### src/rtl/lock_timer_pkg.sv
// Shared definitions for the code-lock timing blocks: state encodings,
// default timing parameters and a parameter range helper.
package lock_timer_pkg;

    // FSM state encodings (binary, 2 bits)
    localparam logic [1:0] ST_LOCKED  = 2'd0;
    localparam logic [1:0] ST_OPEN    = 2'd1;
    localparam logic [1:0] ST_PENALTY = 2'd2;

    // Defaults shared with the keypad and display blocks
    localparam int DEF_OPEN_S    = 5;
    localparam int DEF_PENALTY_S = 10;
    localparam int DEF_MAX_FAIL  = 3;
    localparam int DEF_CNT_W     = 8;

    // Width of the consecutive-failure counter
    localparam int FAIL_W = 4;

    // True when v is nonzero and representable in an unsigned w-bit field
    function automatic bit fits_nonzero(input int v, input int w);
        longint unsigned max_v;
        max_v = (longint'(1) << w) - 1;
        return (v >= 1) && (longint'(v) <= longint'(max_v));
    endfunction

endpackage

### src/rtl/lock_timer_sec_downcounter.sv
// Seconds down-counter used for the open window and the penalty lockout.
// Load has priority over decrement; the count never wraps below zero.
module sec_downcounter
    import lock_timer_pkg::*;
#(
    parameter int CNT_W = DEF_CNT_W
) (
    input  logic             clk,
    input  logic             clr,
    input  logic [CNT_W-1:0] load_val,
    input  logic             load,
    input  logic             dec,
    output logic [CNT_W-1:0] count,
    output logic             is_one
);

    logic [CNT_W-1:0] one_val;
    logic             at_zero;

    assign one_val = {{(CNT_W-1){1'b0}}, 1'b1};
    assign at_zero = (count == '0);
    assign is_one  = (count == one_val);

    // Count register: async clear, synchronous load, guarded decrement
    always_ff @(posedge clk or posedge clr) begin
        if (clr) begin
            count <= '0;
        end else if (load) begin
            count <= load_val;
        end else if (dec && !at_zero) begin
            count <= count - one_val;
        end
    end

endmodule

### src/rtl/lock_timer.sv
// Seconds-domain timing FSM for the code lock. Consumes the 1 s prescaler
// strobe as tick, takes verdict pulses from the code comparator, drives the
// bolt for a timed open window and enforces a timed lockout after MAX_FAIL
// consecutive wrong codes. All outputs are registered (one clock latency).
module lock_timer
    import lock_timer_pkg::*;
#(
    parameter int OPEN_S    = DEF_OPEN_S,
    parameter int PENALTY_S = DEF_PENALTY_S,
    parameter int MAX_FAIL  = DEF_MAX_FAIL,
    parameter int CNT_W     = DEF_CNT_W
) (
    input  logic              clk,
    input  logic              clr,
    input  logic              tick,
    input  logic              code_ok,
    input  logic              code_bad,
    input  logic              relock,
    output logic              unlock,
    output logic              blocked,
    output logic              alarm,
    output logic [CNT_W-1:0]  sec_left,
    output logic [FAIL_W-1:0] fail_cnt
);

    // Parameter sanity: reject configurations that cannot work
    if (!fits_nonzero(OPEN_S, CNT_W)) begin : g_bad_open_s
        $error("lock_timer: OPEN_S must be nonzero and fit in CNT_W bits");
    end
    if (!fits_nonzero(PENALTY_S, CNT_W)) begin : g_bad_penalty_s
        $error("lock_timer: PENALTY_S must be nonzero and fit in CNT_W bits");
    end
    if (MAX_FAIL < 1 || MAX_FAIL > 15) begin : g_bad_max_fail
        $error("lock_timer: MAX_FAIL must be in 1..15");
    end

    localparam logic [CNT_W-1:0]  OPEN_LOAD    = CNT_W'(OPEN_S);
    localparam logic [CNT_W-1:0]  PENALTY_LOAD = CNT_W'(PENALTY_S);
    localparam logic [FAIL_W-1:0] FAIL_LIMIT   = FAIL_W'(MAX_FAIL);

    logic [1:0]        state;
    logic [1:0]        state_nxt;
    logic [FAIL_W-1:0] fail_nxt;
    logic [FAIL_W-1:0] fail_inc;
    logic [CNT_W-1:0]  load_val;
    logic              load;
    logic              dec;
    logic              is_one;

    assign fail_inc = fail_cnt + FAIL_W'(1);

    // Next-state, counter control and failure bookkeeping
    always_comb begin
        state_nxt = state;
        fail_nxt  = fail_cnt;
        load_val  = '0;
        load      = 1'b0;
        dec       = 1'b0;
        case (state)
            ST_LOCKED: begin
                // code_bad wins over a simultaneous code_ok
                if (code_bad) begin
                    if (fail_inc == FAIL_LIMIT) begin
                        state_nxt = ST_PENALTY;
                        load_val  = PENALTY_LOAD;
                        load      = 1'b1;
                        fail_nxt  = '0;
                    end else begin
                        fail_nxt  = fail_inc;
                    end
                end else if (code_ok) begin
                    state_nxt = ST_OPEN;
                    load_val  = OPEN_LOAD;
                    load      = 1'b1;
                    fail_nxt  = '0;
                end
            end
            ST_OPEN: begin
                fail_nxt = '0;
                // relock beats a tick in the same cycle
                if (relock) begin
                    state_nxt = ST_LOCKED;
                    load      = 1'b1;
                end else if (tick) begin
                    dec = 1'b1;
                    if (is_one) begin
                        state_nxt = ST_LOCKED;
                    end
                end
            end
            ST_PENALTY: begin
                fail_nxt = '0;
                if (tick) begin
                    dec = 1'b1;
                    if (is_one) begin
                        state_nxt = ST_LOCKED;
                    end
                end
            end
            default: begin
                // Unused encoding: recover to a safe locked state
                state_nxt = ST_LOCKED;
                load      = 1'b1;
                fail_nxt  = '0;
            end
        endcase
    end

    // State, failure counter and registered status outputs
    always_ff @(posedge clk or posedge clr) begin
        if (clr) begin
            state    <= ST_LOCKED;
            fail_cnt <= '0;
            unlock   <= 1'b0;
            blocked  <= 1'b0;
            alarm    <= 1'b0;
        end else begin
            state    <= state_nxt;
            fail_cnt <= fail_nxt;
            unlock   <= (state_nxt == ST_OPEN);
            blocked  <= (state_nxt == ST_PENALTY);
            alarm    <= (state_nxt == ST_PENALTY) && (state != ST_PENALTY);
        end
    end

    sec_downcounter #(
        .CNT_W (CNT_W)
    ) u_sec_cnt (
        .clk      (clk),
        .clr      (clr),
        .load_val (load_val),
        .load     (load),
        .dec      (dec),
        .count    (sec_left),
        .is_one   (is_one)
    );

endmodule

### config.mk
export PLATFORM = sky130hd
export DESIGN_NAME = lock_timer
export DESIGN_NICKNAME = d
export VERILOG_FILES = /design/src/rtl/lock_timer_pkg.sv /design/src/rtl/lock_timer_sec_downcounter.sv /design/src/rtl/lock_timer.sv
export SDC_FILE = /design/constraint.sdc
export NUM_CORES = 1
export LEC_CHECK = 0
export CAP_MARGIN = 10
export CORE_MARGIN = 1.5
export CORE_UTILIZATION = 47
export DETAILED_ROUTE_END_ITERATION = 10
export HOLD_SLACK_MARGIN = 0.02
export PLACE_DENSITY = 0.86
export SLEW_MARGIN = 20
export SYNTH_ARGS = -nofsm -noshare
export SYNTH_HDL_FRONTEND = slang
export SYNTH_HIERARCHICAL = 1
export SYNTH_SLANG_ARGS = --single-unit
### constraint.sdc
create_clock -name clk -period 2.3 [get_ports clk]
set_input_delay 0.345 -clock clk [delete_from_list [all_inputs] [get_ports clk]]
set_output_delay 0.345 -clock clk [all_outputs]
set_load 0.01 [all_outputs]
## Word-level counts from Yosys, hierarchy flattened

Index checks and enable logic that the tools add are counted.

| storage, ports and cells | value |
|---|---|
| register bits after elaboration | 17 |
| output and inout bits | 15 |
| bits of input ports | 6 |

| operators by class | value |
|---|---|
| equal/unequal tests | 8 |
| multiplexer cells | 25 |
| reductions and logical operators | 6 |
| add/sub/neg operators | 2 |

Operators by type and width:

| cell | count |
|---|---|
| $mux 8 | 4 |
| $mux 4 | 5 |
| $mux 2 | 6 |
| $eq 8x1->1 const B | 1 |
| $logic_not 8->1 | 1 |
| $sub 8x1->8 const B | 1 |
| $mux 1 | 6 |
| $pmux 2 s3 | 1 |
| $add 4x1->4 const B | 1 |
| $eq 2x1->1 const B | 2 |
| $eq 2x2->1 const B | 2 |
| $eq 4x2->1 const B | 1 |
| $mux 3 | 1 |
| $ne 3x3->1 const B | 1 |
| $pmux 1 s3 | 1 |
| $logic_and 1x1->1 | 2 |
| $logic_not 2->1 | 1 |
| $ne 2x2->1 const B | 1 |
| $pmux 1 s2 | 1 |
| $reduce_bool 2->1 | 1 |
| $logic_not 1->1 | 1 |

## Logic depth before layout (Yosys ltp)

Gate-level depths: netlist of run 1.

| logic depth | value |
|---|---|
| depth in word-level cells | 7 |
| depth in mapped cells | 10 |
| mapped depth without buffers | 9 |

## By module

The synthesis of run 1 kept the hierarchy.

By module, submodules not included:

| module | cells each | sequential area each (um2) | area each (um2) | instances |
|---|---|---|---|---|
| lock_timer | 63 | 225.2 | 638.1 | 1 |
| sec_downcounter | 62 | 200.2 | 555.5 | 1 |

## Least setup slack after synthesis of run 1

No wires, ideal clock.

| path | value |
|---|---|
| kind | reg2reg |
| start | reg u_sec_cnt.count[5] |
| end | reg alarm |
| arrival | 2.172 ns |
| cell stages (with the launch flop) | 7 |
| data required time | 2.193 ns |
| path slack | 0.021 ns |
| setup time | 0.107 ns |
| cells stage by stage | dfrtp_1 -> or4_4 -> nor4b_1 -> nand2_1 -> o211a_1 -> a311o_1 -> a2111oi_4 |

| on the way | value |
|---|---|
| cells in the longest elaborated chain, start to end | 7 |

Ends and longest elaborated chain:

| item | line | RTL |
|---|---|---|
| start: declaration | lock_timer_sec_downcounter.sv:13 | `output logic [CNT_W-1:0] count,` |
| start signal: assignment | lock_timer_sec_downcounter.sv:29 | `count <= load_val;` |
| start signal: assignment | lock_timer_sec_downcounter.sv:31 | `count <= count - one_val;` |
| $eq 8x1->1 (*) | lock_timer_sec_downcounter.sv:22 | `assign is_one = (count == one_val);` |
| via is_one | lock_timer.sv:48 | `logic is_one;` |
| $mux 2 (*) | lock_timer.sv:86, lock_timer.sv:95 |  |
| $mux 2 (*) | lock_timer.sv:84 | `end else if (tick) begin` |
| $mux 2 | lock_timer.sv:81 | `if (relock) begin` |
| $pmux 2 s3 (*) | lock_timer.sv:59 | `case (state)` |
| $eq 2x2->1 (*) | lock_timer.sv:122 | `alarm <= (state_nxt == ST_PENALTY) && (state != ST_PENALTY);` |
| $logic_and 1x1->1 (*) | lock_timer.sv:122 |  |
| end signal: assignment | lock_timer.sv:122 |  |
| end: declaration | lock_timer.sv:21 | `output logic alarm,` |

The timed path passes the listed nets; every way through them passes the cells marked *.
A chain may end at the register's enable or synchronous reset.

## Worst setup path after layout of run 1

| path | value |
|---|---|
| start | reg u_sec_cnt.count[5] |
| end | reg unlock |

| on the way | value |
|---|---|
| cells in the longest elaborated chain, start to end | 6 |

Ends and longest elaborated chain:

| item | line | RTL |
|---|---|---|
| $eq 8x1->1 (*) | lock_timer_sec_downcounter.sv:22 |  |
| via is_one | lock_timer.sv:48 |  |
| $mux 2 (*) | lock_timer.sv:86, lock_timer.sv:95 |  |
| $mux 2 (*) | lock_timer.sv:84 |  |
| $mux 2 | lock_timer.sv:81 |  |
| $pmux 2 s3 (*) | lock_timer.sv:59 |  |
| $eq 2x1->1 (*) | lock_timer.sv:120 | `unlock <= (state_nxt == ST_OPEN);` |
| end signal: assignment | lock_timer.sv:120 |  |
| end: declaration | lock_timer.sv:19 | `output logic unlock,` |

Marked as above.

==> results of run 1 <==
==> stage by stage <==
| stage | power (mW) | std cells | utilization, % | hold WS, ns | setup WS, ns |
|---|---|---|---|---|---|
| global placement | 1.51 | 184 | 61.5 | 0.591 | 0.0614 |
| finish | 1.76 | 189 | 63.4 | 0.314 | -0.0329 |
| CTS | 1.72 | 188 | 62.6 | 0.318 | 0.000949 |
| global route | 1.90 | 189 | 63.4 | 0.335 | -0.119 |
| detailed placement | 1.55 | 184 | 61.5 | 0.615 | -0.0219 |
| floorplan | 1.16 | 128 | - | 0.161 | 0.0212 |
==> state kept, by name, indices dropped and copies added, names as in the netlist <==
name / cells
u_sec_cnt/count: 8
alarm: 1
blocked: 1
fail_cnt: 4
unlock: 1
state: 2
==> worst max path at each step <==
| stage | startpoint | end | slack [ns] | cells past startpoint |
|---|---|---|---|---|
| floorplan | u_sec_cnt/count[5] | alarm | 0.02 | 6 |
| global placement | u_sec_cnt/count[5] | alarm | 0.06 | 6 |
| detailed placement | u_sec_cnt/count[5] | alarm | -0.02 | 6 |
| CTS | u_sec_cnt/count[5] | alarm | 0.0009 | 6 |
| global route | u_sec_cnt/count[5] | unlock | -0.12 | 7 |
| finish | u_sec_cnt/count[5] | unlock | -0.03 | 7 |
==> cell usage in the layout (no fill, tap or decap), types with 4 or more instances in the layout <==
master,netlist,routed
buf_4,0,9
nand2_1,13,13
inv_1,11,11
clkdlybuf4s50_1,0,20
o21ai_0,7,7
conb_1,1,4
xnor2_1,5,5
ha_1,9,8
dfrtp_1,17,17
nor2_1,6,6
==> logic make-up after synthesis <==
kind of cell,after synthesis
and+or+nand+nor,45
AOI/OAI and AO/OA,33
DFF,17
buffers and inverters,14
adders and majority gates,9
xor gates and xnor gates,5
other,1
muxes,1
==> critical path: cells and delay by family, from the launching register on <==
| family | cells | cell delay (ns) |
|---|---|---|
| AO/OA/AOI/OAI | 2 | 0.54 |
| buffers and inverters | 1 | 0.16 |
| flip-flops | 1 | 0.40 |
| AND/OR/NAND/NOR | 4 | 1.12 |
==> layer usage <==
| metal | GRT usage [%] | wire, um | share of wire [%] |
|---|---|---|---|
| met1 | 27.2 | 1200 | 43 |
| met2 | 36.2 | 1410 | 51 |
| met3 | 0.847 | 75 | 2.7 |
| met4 | 12.8 | 76 | 2.8 |
| met5 | 0 | 0 | 0 |
==> final cells by class <==
| class | count | area [sq um] |
|---|---|---|
| Sequential cell | 17 | 425 |
| Fill cell | 198 | 891 |
| Timing Repair Buffer | 29 | 268 |
| Tap cell | 30 | 37.5 |
| Multi-Input combinational cell | 97 | 738 |
| Inverter | 12 | 45.0 |
| Clock inverter | 1 | 5.00 |
| Clock buffer | 3 | 22.5 |
==> what timing repair did <==
| item | in CTS | in global routing |
|---|---|---|
| hold buffers | 0 | 0 |
| setup buffers | 0 | 1 |
| endpoints found under the setup margin | 1 | 7 |
| resized for setup | 0 | 3 |
| pin swaps | 1 | 2 |
==> report_power, final <==
part | total [mW] | internal, mW | leakage (nW) | switching (mW)
sequential | 0.520 | 0.404 | 0.223 | 0.116
combinational | 1.07 | 0.536 | 0.463 | 0.538
clock | 0.165 | 0.0649 | 0.0177 | 0.100
==> impl_results.md, run 1 <==
* Starting Density at 49.1%
* Layout cells sized above 1 at 16.4%
* Peak Freq at 0.429 GHz
* Initial antenna violation count at 0
* Synth warn at 6
* Vias per inst at between 5 and 6
* TNS Setup at -0.0329 ns
* Synth Area in XOR/XNOR at 3.67%
* Worst r2r path cells at 7
* DRT Wirelength at ~2800 um
* Nature of the critical path startpoint: flop
* Final Hold Fails at 0
* Post-synth EDFFs at 0
* I/O pins at 21
* Clk sink count at 17
* Area Overhead vs Synth at 29.1%
* Worst skew pair latency at 0.30 ns
* Failing checks: setup timing
* Row cnt at 18
* Die area at 2850 sq um
* Cts bufs inserted at 3
* First-pass GRT wire length at 4380 um
* RSZ-0062 raised after global routing: true
* Layout Skew at around 0.0083 ns
* Gr usage total at 21.6%
* CTS root buffer: clkbuf_4
* Critical path class: reg2reg
* Final Wtd Congestion at between 0.8 and 0.9
* Worst path max stage delay at 0.56 ns
* Compound-Gate Fraction of Synth Area at 21.8%
* Largest family of logic cells by synthesized area: simple AND/OR/NAND/NOR gates
* Max-Cap Viols at 0
* Most common cell in the netlist: dfrtp_1
* Routed wire length per instance at 14.6 um
* DRT iter0 DRCs at 12
* Max stage delay cell, worst path: or4_4
* Largest net degree at the start of global routing at 11
* Fraction of registers with async set/reset at 100%
* Placed cell areas at 1500 sq um
* Clk buf depth at 2
* Final setup vio count at 1
* Final ANT Viol Nets at 0
* Sequential element share of the synthesized area at 35.6%
* CP Data Arrival Time at 2.53 ns
* Mapped Cells at 125
* Crit-path max FO at 4
* Cell variety after synth at 46
* Minimum clock period after layout at 2.33 ns
* IO buf count at 20
* Die Wd at 53.4 um
* Maximum VDD drop at 0.829 mV
* Crit path cell chain: or4_4 -> nor4b_2 -> nand2_1 -> o211a_1 -> a311o_1 -> buf_4 -> and4b_1
* Adder-cell share of the synthesized area at a little under a tenth
* Via count at around 1,100
* Cell area after layout at 1540 sq um
* DR pass1 iterations at 4
* CTS tree: built
* Final critical-path share of the clock period at 101%
* Run status: finished, violations left
* Syn_area_per_cell at about 9.5 sq um
* Grt ovf at 0
* Synthesized flop and latch total at 17
* Core Box Area at 2430 sq um
* Synthesized area at between 1000 and 1500 sq um
* Top area cells in the synthesized netlist: dfrtp_1 (36%), ha_1 (9.4%), nand2_1 (4.1%)
* Top cells by count, synth: dfrtp_1 (17), nand2_1 (13), inv_1 (11)
* Die height at between 50 and 60 um
* Ant. Diodes at 0
* Hold Path Class: in2async
* Reg clk slew, reported paths at 0.11 ns
* HPWL after detailed placement at 2140 um
* FF-to-FF End: unlock
* R2R Path Start: u_sec_cnt/count[5]
* Required time worst endpoint at roughly 2.5 ns
* Top_reg_cell synth: dfrtp_1
* Nets at 175
* Post-synthesis mux area share at less than 1%
* Crit end category: flop
* H-tree depth at 1
* Power per cell area at 1140 nW/um^2
* Min setup slack post-route at -0.0329 ns
* Post-synth top area share at a little over a third
* Leakage power at 0.704 nW
* R2r setup slk at -0.03 ns
* Final Max Slew Viols at 0
* Largest area contributor in the netlist: dfrtp_1
* Synth Area in Simple Gates at 23.9%
* DRC viols at 0
* Vias in the first global route at between 900 and 1,000
Note: power is estimated with default switching activity, not from simulation.
==> run 2, diff against run 1 <==
PLACE_DENSITY = default   (was 0.86)
PLACE_DENSITY_LB_ADDON = 0.3   (was default)
==> run 2 against run 1 <==
Against the previous run:
- the run now ends clean
- non-clock buffer count up 1
- critical endpoint is now blocked
- sequential cell count unchanged
- sequential share of layout area fell by 0.16 points
- largest power group unchanged
- count of clock-buffer cells in the layout rose by 1
- combinational power hardly changed
- clock power hardly changed
- die area unchanged
- core utilization is 0.57 points higher
- register-to-register slack better by 0.18 ns
- routed wire length down 7.7%
==> impl_results.md, run 2 (same netlist as run 1, synthesis figures left out) <==
* Vias in the first global route at around 940
* Total power at ~1.8 mW
* RSZ-0062 raised after global routing: false
* First-pass GRT wire length at 4340 um
* CTS tree: built
* Gr usage total at between 20% and 30%
* Most common cell after layout, fill and taps aside: clkdlybuf4s50_1
* DRC viols at 0
* Reg clk slew, reported paths at 0.10 ns
* Peak Freq at 0.466 GHz
* Layout Skew at ~0.0041 ns
* Crit end category: flop
* Power per cell area at 1130 nW/um^2
* Area Overhead vs Synth at 30.3%
* Layout cells sized above 1 at 16.3%
* IO buf count at 20
* Crit path cell chain: or4_4 -> nor4b_4 -> nand2_1 -> o211a_1 -> a311o_1 -> a211oi_1
* Min setup slack post-route at 0.152 ns
* Final ANT Viol Nets at 0
* Ant. Diodes at 0
* DR pass1 iterations at 4
* Core Box Area at 2430 sq um
* Top Registers: u_sec_cnt/count: 8 flops, fail_cnt: 4 flops, state: 2 flops
* Clk sink count at 17
* Final Wtd Congestion at 0.820
* Cts bufs inserted at 3
* Worst slack at placement at -0.0107 ns
* Critical path's top delay family: simple AND/OR/NAND/NOR gates
* Nets at 176
* Via count at approximately 1,000
* Final setup vio count at 0
* Hold Path Class: in2async
* Final Max Slew Viols at 0
* Most flop-heavy register: u_sec_cnt/count
* Row cnt at 18
* Max stage delay cell, worst path: or4_4
* DRT iter0 DRCs at 22
* Hold_ws at 0.316 ns
* HPWL after detailed placement at 2000 um
* Nature of the critical path startpoint: flop
* Max-Cap Viols at 0
* Leakage power at 0.707 nW
* Grt ovf at 0
* Max reg flops at 8
* Run status: finished clean
* CP Data Arrival Time at roughly 2.4 ns
* Fill cells at 199
* DRT Wirelength at 2550 um
* I/O pins at 21
* CTS root buffer: clkbuf_4
* H-tree depth at 1
* Worst skew pair latency at 0.29 ns
* Starting Density at 49.1%
* Die Wd at 53.4 um
* Most frequent cells in the layout: clkdlybuf4s50_1 (20), dfrtp_1 (16), nand2_1 (13)
* Initial antenna violation count at 0
* Die height at 53.4 um
* Routed wire length per instance at 13.4 um
* Required time worst endpoint at 2.50 ns
* Register area at 427 sq um
* Minimum clock period after layout at 2.15 ns
* Largest net degree at the start of global routing at 10
* Vias per inst at around 5.4
* Die area at about 2900 sq um
* Hold_buf cts at 0
* Critical path buffer and inverter count at 0
* Maximum VDD drop at 0.649 mV
* TNS Setup at 0 ns
* Area of the multi-input gates at 744 sq um
* Final Hold Fails at 0
* Final critical-path share of the clock period at between 90 and 100%
* Critical path class: reg2reg
* Worst path max stage delay at 0.58 ns
* Crit-path max FO at 4
* Clk buf depth at 2
[run 2: what timing repair did]
| item | 4_1_cts | 5_1_grt |
|---|---|---|
| pin swaps | 0 | 4 |
| resized for setup | 1 | 3 |
| buffers inserted | 0 | 1 |
| endpoints found under the setup margin | 1 | 5 |
[run 2: worst register-to-register path: cells and delay by family, from the launching register on]
kind / cells / cell delay (ns)
compound gates: 3 / 0.73
flops: 1 / 0.39
simple gates: 3 / 0.94
[run 2: path summary, 6_finish.rpt]
check                                    from            endpoint  slack (ns)  cells after the start
max in group asynchronous                 clr         fail_cnt[0]        1.69                      2
min reg2reg                       fail_cnt[0]         fail_cnt[0]        0.62                      2
min                                       clr  u_sec_cnt/count[3]        0.32                      2
max reg2reg                u_sec_cnt/count[4]             blocked        0.15                      6
max                        u_sec_cnt/count[4]             blocked        0.15                      6
min in group clk                  fail_cnt[0]         fail_cnt[0]        0.62                      2
[run 2: routing by layer]
metal / wire [um] / global-route usage, %
met3: 89 / 4.24
met2: 1190 / 32.9
met1: 1240 / 29.5
met4: 31 / 6.41
met5: 0 / 0
[run 2: report_power, final]
group	switching [mW]	leakage (nW)	internal (mW)
clock	0.0991	0.0150	0.0675
sequential	0.115	0.222	0.405
combinational	0.530	0.470	0.545
[run 2: layout make-up]
class                   count  share of cell area, %
inverters                  12                   2.90
flip-flops and latches     17                   27.4
clock buffers               4                   1.69
multi-input cells          97                   47.9
well taps                  30                   2.41
repair buffers             30                   17.7
[run 2: through the flow]
step | instance area [sq um] | std cells | utilization [%]
after floorplan | 1200 | 128 | -
after CTS | 1540 | 189 | 63.1
after global routing | 1560 | 190 | 63.9
after detailed placement | 1500 | 185 | 61.8
final | 1560 | 190 | 63.9
after global placement | 1500 | 185 | 61.8
==> RTL change 1: new RTL, config.mk and constraints of run 2 <==
`FAIL_W`: 4 -> 6.
--- a/src/rtl/lock_timer_pkg.sv
+++ b/src/rtl/lock_timer_pkg.sv
@@ -14,7 +14,7 @@
     localparam int DEF_CNT_W     = 8;
 
     // Width of the consecutive-failure counter
-    localparam int FAIL_W = 4;
+    localparam int FAIL_W = 6;
 
     // True when v is nonzero and representable in an unsigned w-bit field
     function automatic bit fits_nonzero(input int v, input int w);
Interface: changed (resized fail_cnt); port bits go from 21 to 23. The function was not compared with the original's and may differ.
==> RTL change 1 against run 2 <==
Power increased by 2.1%. First-iteration DRC count rose by 59%. Cell area is 6.8% higher. Largest power group unchanged. Clock power increased by 6%. Sequential cell count grew 2. Routed wire length is 14% higher. Critical endpoint is now u_sec_cnt/count[5]. Setup slack improved by 0.054 ns. Area after synthesis grew 11%. Synthesized cell count increased by 15%. Worst hold slack worse by 0.0040 ns. Highest routed layer unchanged.
==> RTL change 1: results (changes against run 2) <==
Status
  – Result of the run: finished clean (unchanged)

Power and ir drop
  – Power per cell area: 1083 mW/mm^2 (was 1133 mW/mm^2)
  – Flop pwr share: 32.0% (was 29.5%)
  – Internal portion of total power: 1.031 mW (was 1.017 mW)
  – Cell leakage power: 0.7467 nW (was 0.7074 nW)
  – Maximum ir drop on the vdd rail: 659.4 uV (was 649.0 uV)
  – Combinational cell fraction of total power: 58.1% (was 61.0%)

Cells and area
  – Leading registers by flop count: u_sec_cnt/count: 8 flops, fail_cnt: 6 flops, state: 2 flops (was u_sec_cnt/count: 8 flops, fail_cnt: 4 flops, state: 2 flops)
  – Fraction of final layout cells with drive strength greater than 1: 13.22% (was 16.25%)
  – Fillers: 254 (was 199)
  – Diode count: 0 (unchanged)
  – Syn-to-layout area delta: 25.16% (was 30.29%)
  – Final nets: 190 (was 176)

GRT
  – Pin count of the biggest net entering global routing: 12 (was 10)
  – GR Layer Usage met1: 28.34% (was 29.47%)
  – Met2 Track Usage GR: 32.27% (was 32.92%)
  – Wire length of the first global-routing pass: 5175 um (was 4340 um)
  – Total global-route track usage: 20.91% (was 21.23%)
  – Met3 layer usage reported by global route: 5.116% (was 4.237%)

Worst setup path
  – Critical-path top delay cell: dfrtp_1 (was or4_4)
  – Reg2reg end: u_sec_cnt/count[5] (was blocked)
  – Category of cells accounting for the largest share of critical-path delay: compound AO/OA/AOI/OAI gates (was simple AND/OR/NAND/NOR gates)
  – Setup slack of the worst register-to-register path: 0.21 ns (was 0.15 ns)
  – Highest net fanout along the worst path: 6 (was 4)
  – Setup crit start kind: flop (unchanged)
  – Maximum cell stage delay along the critical path: 0.44 ns (was 0.58 ns)
  – Worst r2r src: fail_cnt[0] (was u_sec_cnt/count[4])
  – Worst reg2reg path depth: 10 (was 6)

Clock tree
  – Clock buffer depth: 2 (unchanged)
  – Post-CTS sizing: 0 (was 1)
  – CTS clock-pin slew for the worst setup and hold paths: 0.12 ns (was 0.10 ns)

Placement
  – Area post-placement: 0.001622 mm^2 (was 0.001503 mm^2)
  – Sum of net half-perimeters after detailed placement: 2247 um (was 1998 um)
  – Number of I/O port buffers: 22 (was 20)
  – Last weighted congestion value of the routability-driven placer: 0.8881 (was 0.8201)

Drt
  – Detail Route met2 WL: 1353 um (was 1185 um)
  – Met3 wire len: 98 um (was 89 um)
  – DRT met1 WL: 1395 um (was 1243 um)
  – Via count: 1140 (was 1019)

Hold path
  – Worst min-delay path category: in -> async (unchanged)

STA
  – Worst clock skew: 0.003050 ns (was 0.004132 ns)
  – Fin Hold WS: 0.3120 ns (was 0.3160 ns)

Yosys
  – Part of the Yosys area used for sequential elements: 35.82% (was 35.64%)
  – Commonest cells in the netlist: dfrtp_1, nand2_1, inv_1 (unchanged)
  – Top cells by area, synth: dfrtp_1, ha_1, xnor2_1, nand2_1, and3_1 (was dfrtp_1, ha_1, nand2_1, xnor2_1, inv_1)
  – Share of async-settable or async-resettable flops after synthesis: 100.0% (unchanged)
  – Netlist cell types: 47 (was 46)
==> RTL change 1: changes by cell type after synthesis, moves of 3 or more <==
cell      before  now
a21oi_1        3    7
nor3_1         1    5
and3_1         3    6
nand2b_1       0    3
==> RTL change 1: cell type report <==
class	instances	area share, %
clock buffer	4	1.581
inverter	10	2.259
tap	31	2.334
sequential	19	28.61
multi-input combinational	113	49.25
timing repair buffer	28	15.96
==> RTL change 1: through the flow <==
step	instances	setup WS [ns]
after global placement	201	0.1808
after detailed placement	201	0.1325
final	205	0.2056
after global routing	205	0.06236
after floorplan	147	0.03108
after CTS	205	0.1010
==> RTL change 1: logic make-up after synthesis <==
group                    after synthesis  share of synthesized area [%]
AO/OA/AOI/OAI                         30                          16.49
multiplexers                           2                          1.508
flip-flops                            19                          35.82
AND/OR/NAND/NOR                       60                          27.71
adder cells (fa/ha/maj)                9                          8.483
other                                  1                         0.2825
buffers and inverters                 15                          4.430
XOR/XNOR                               8                          5.278
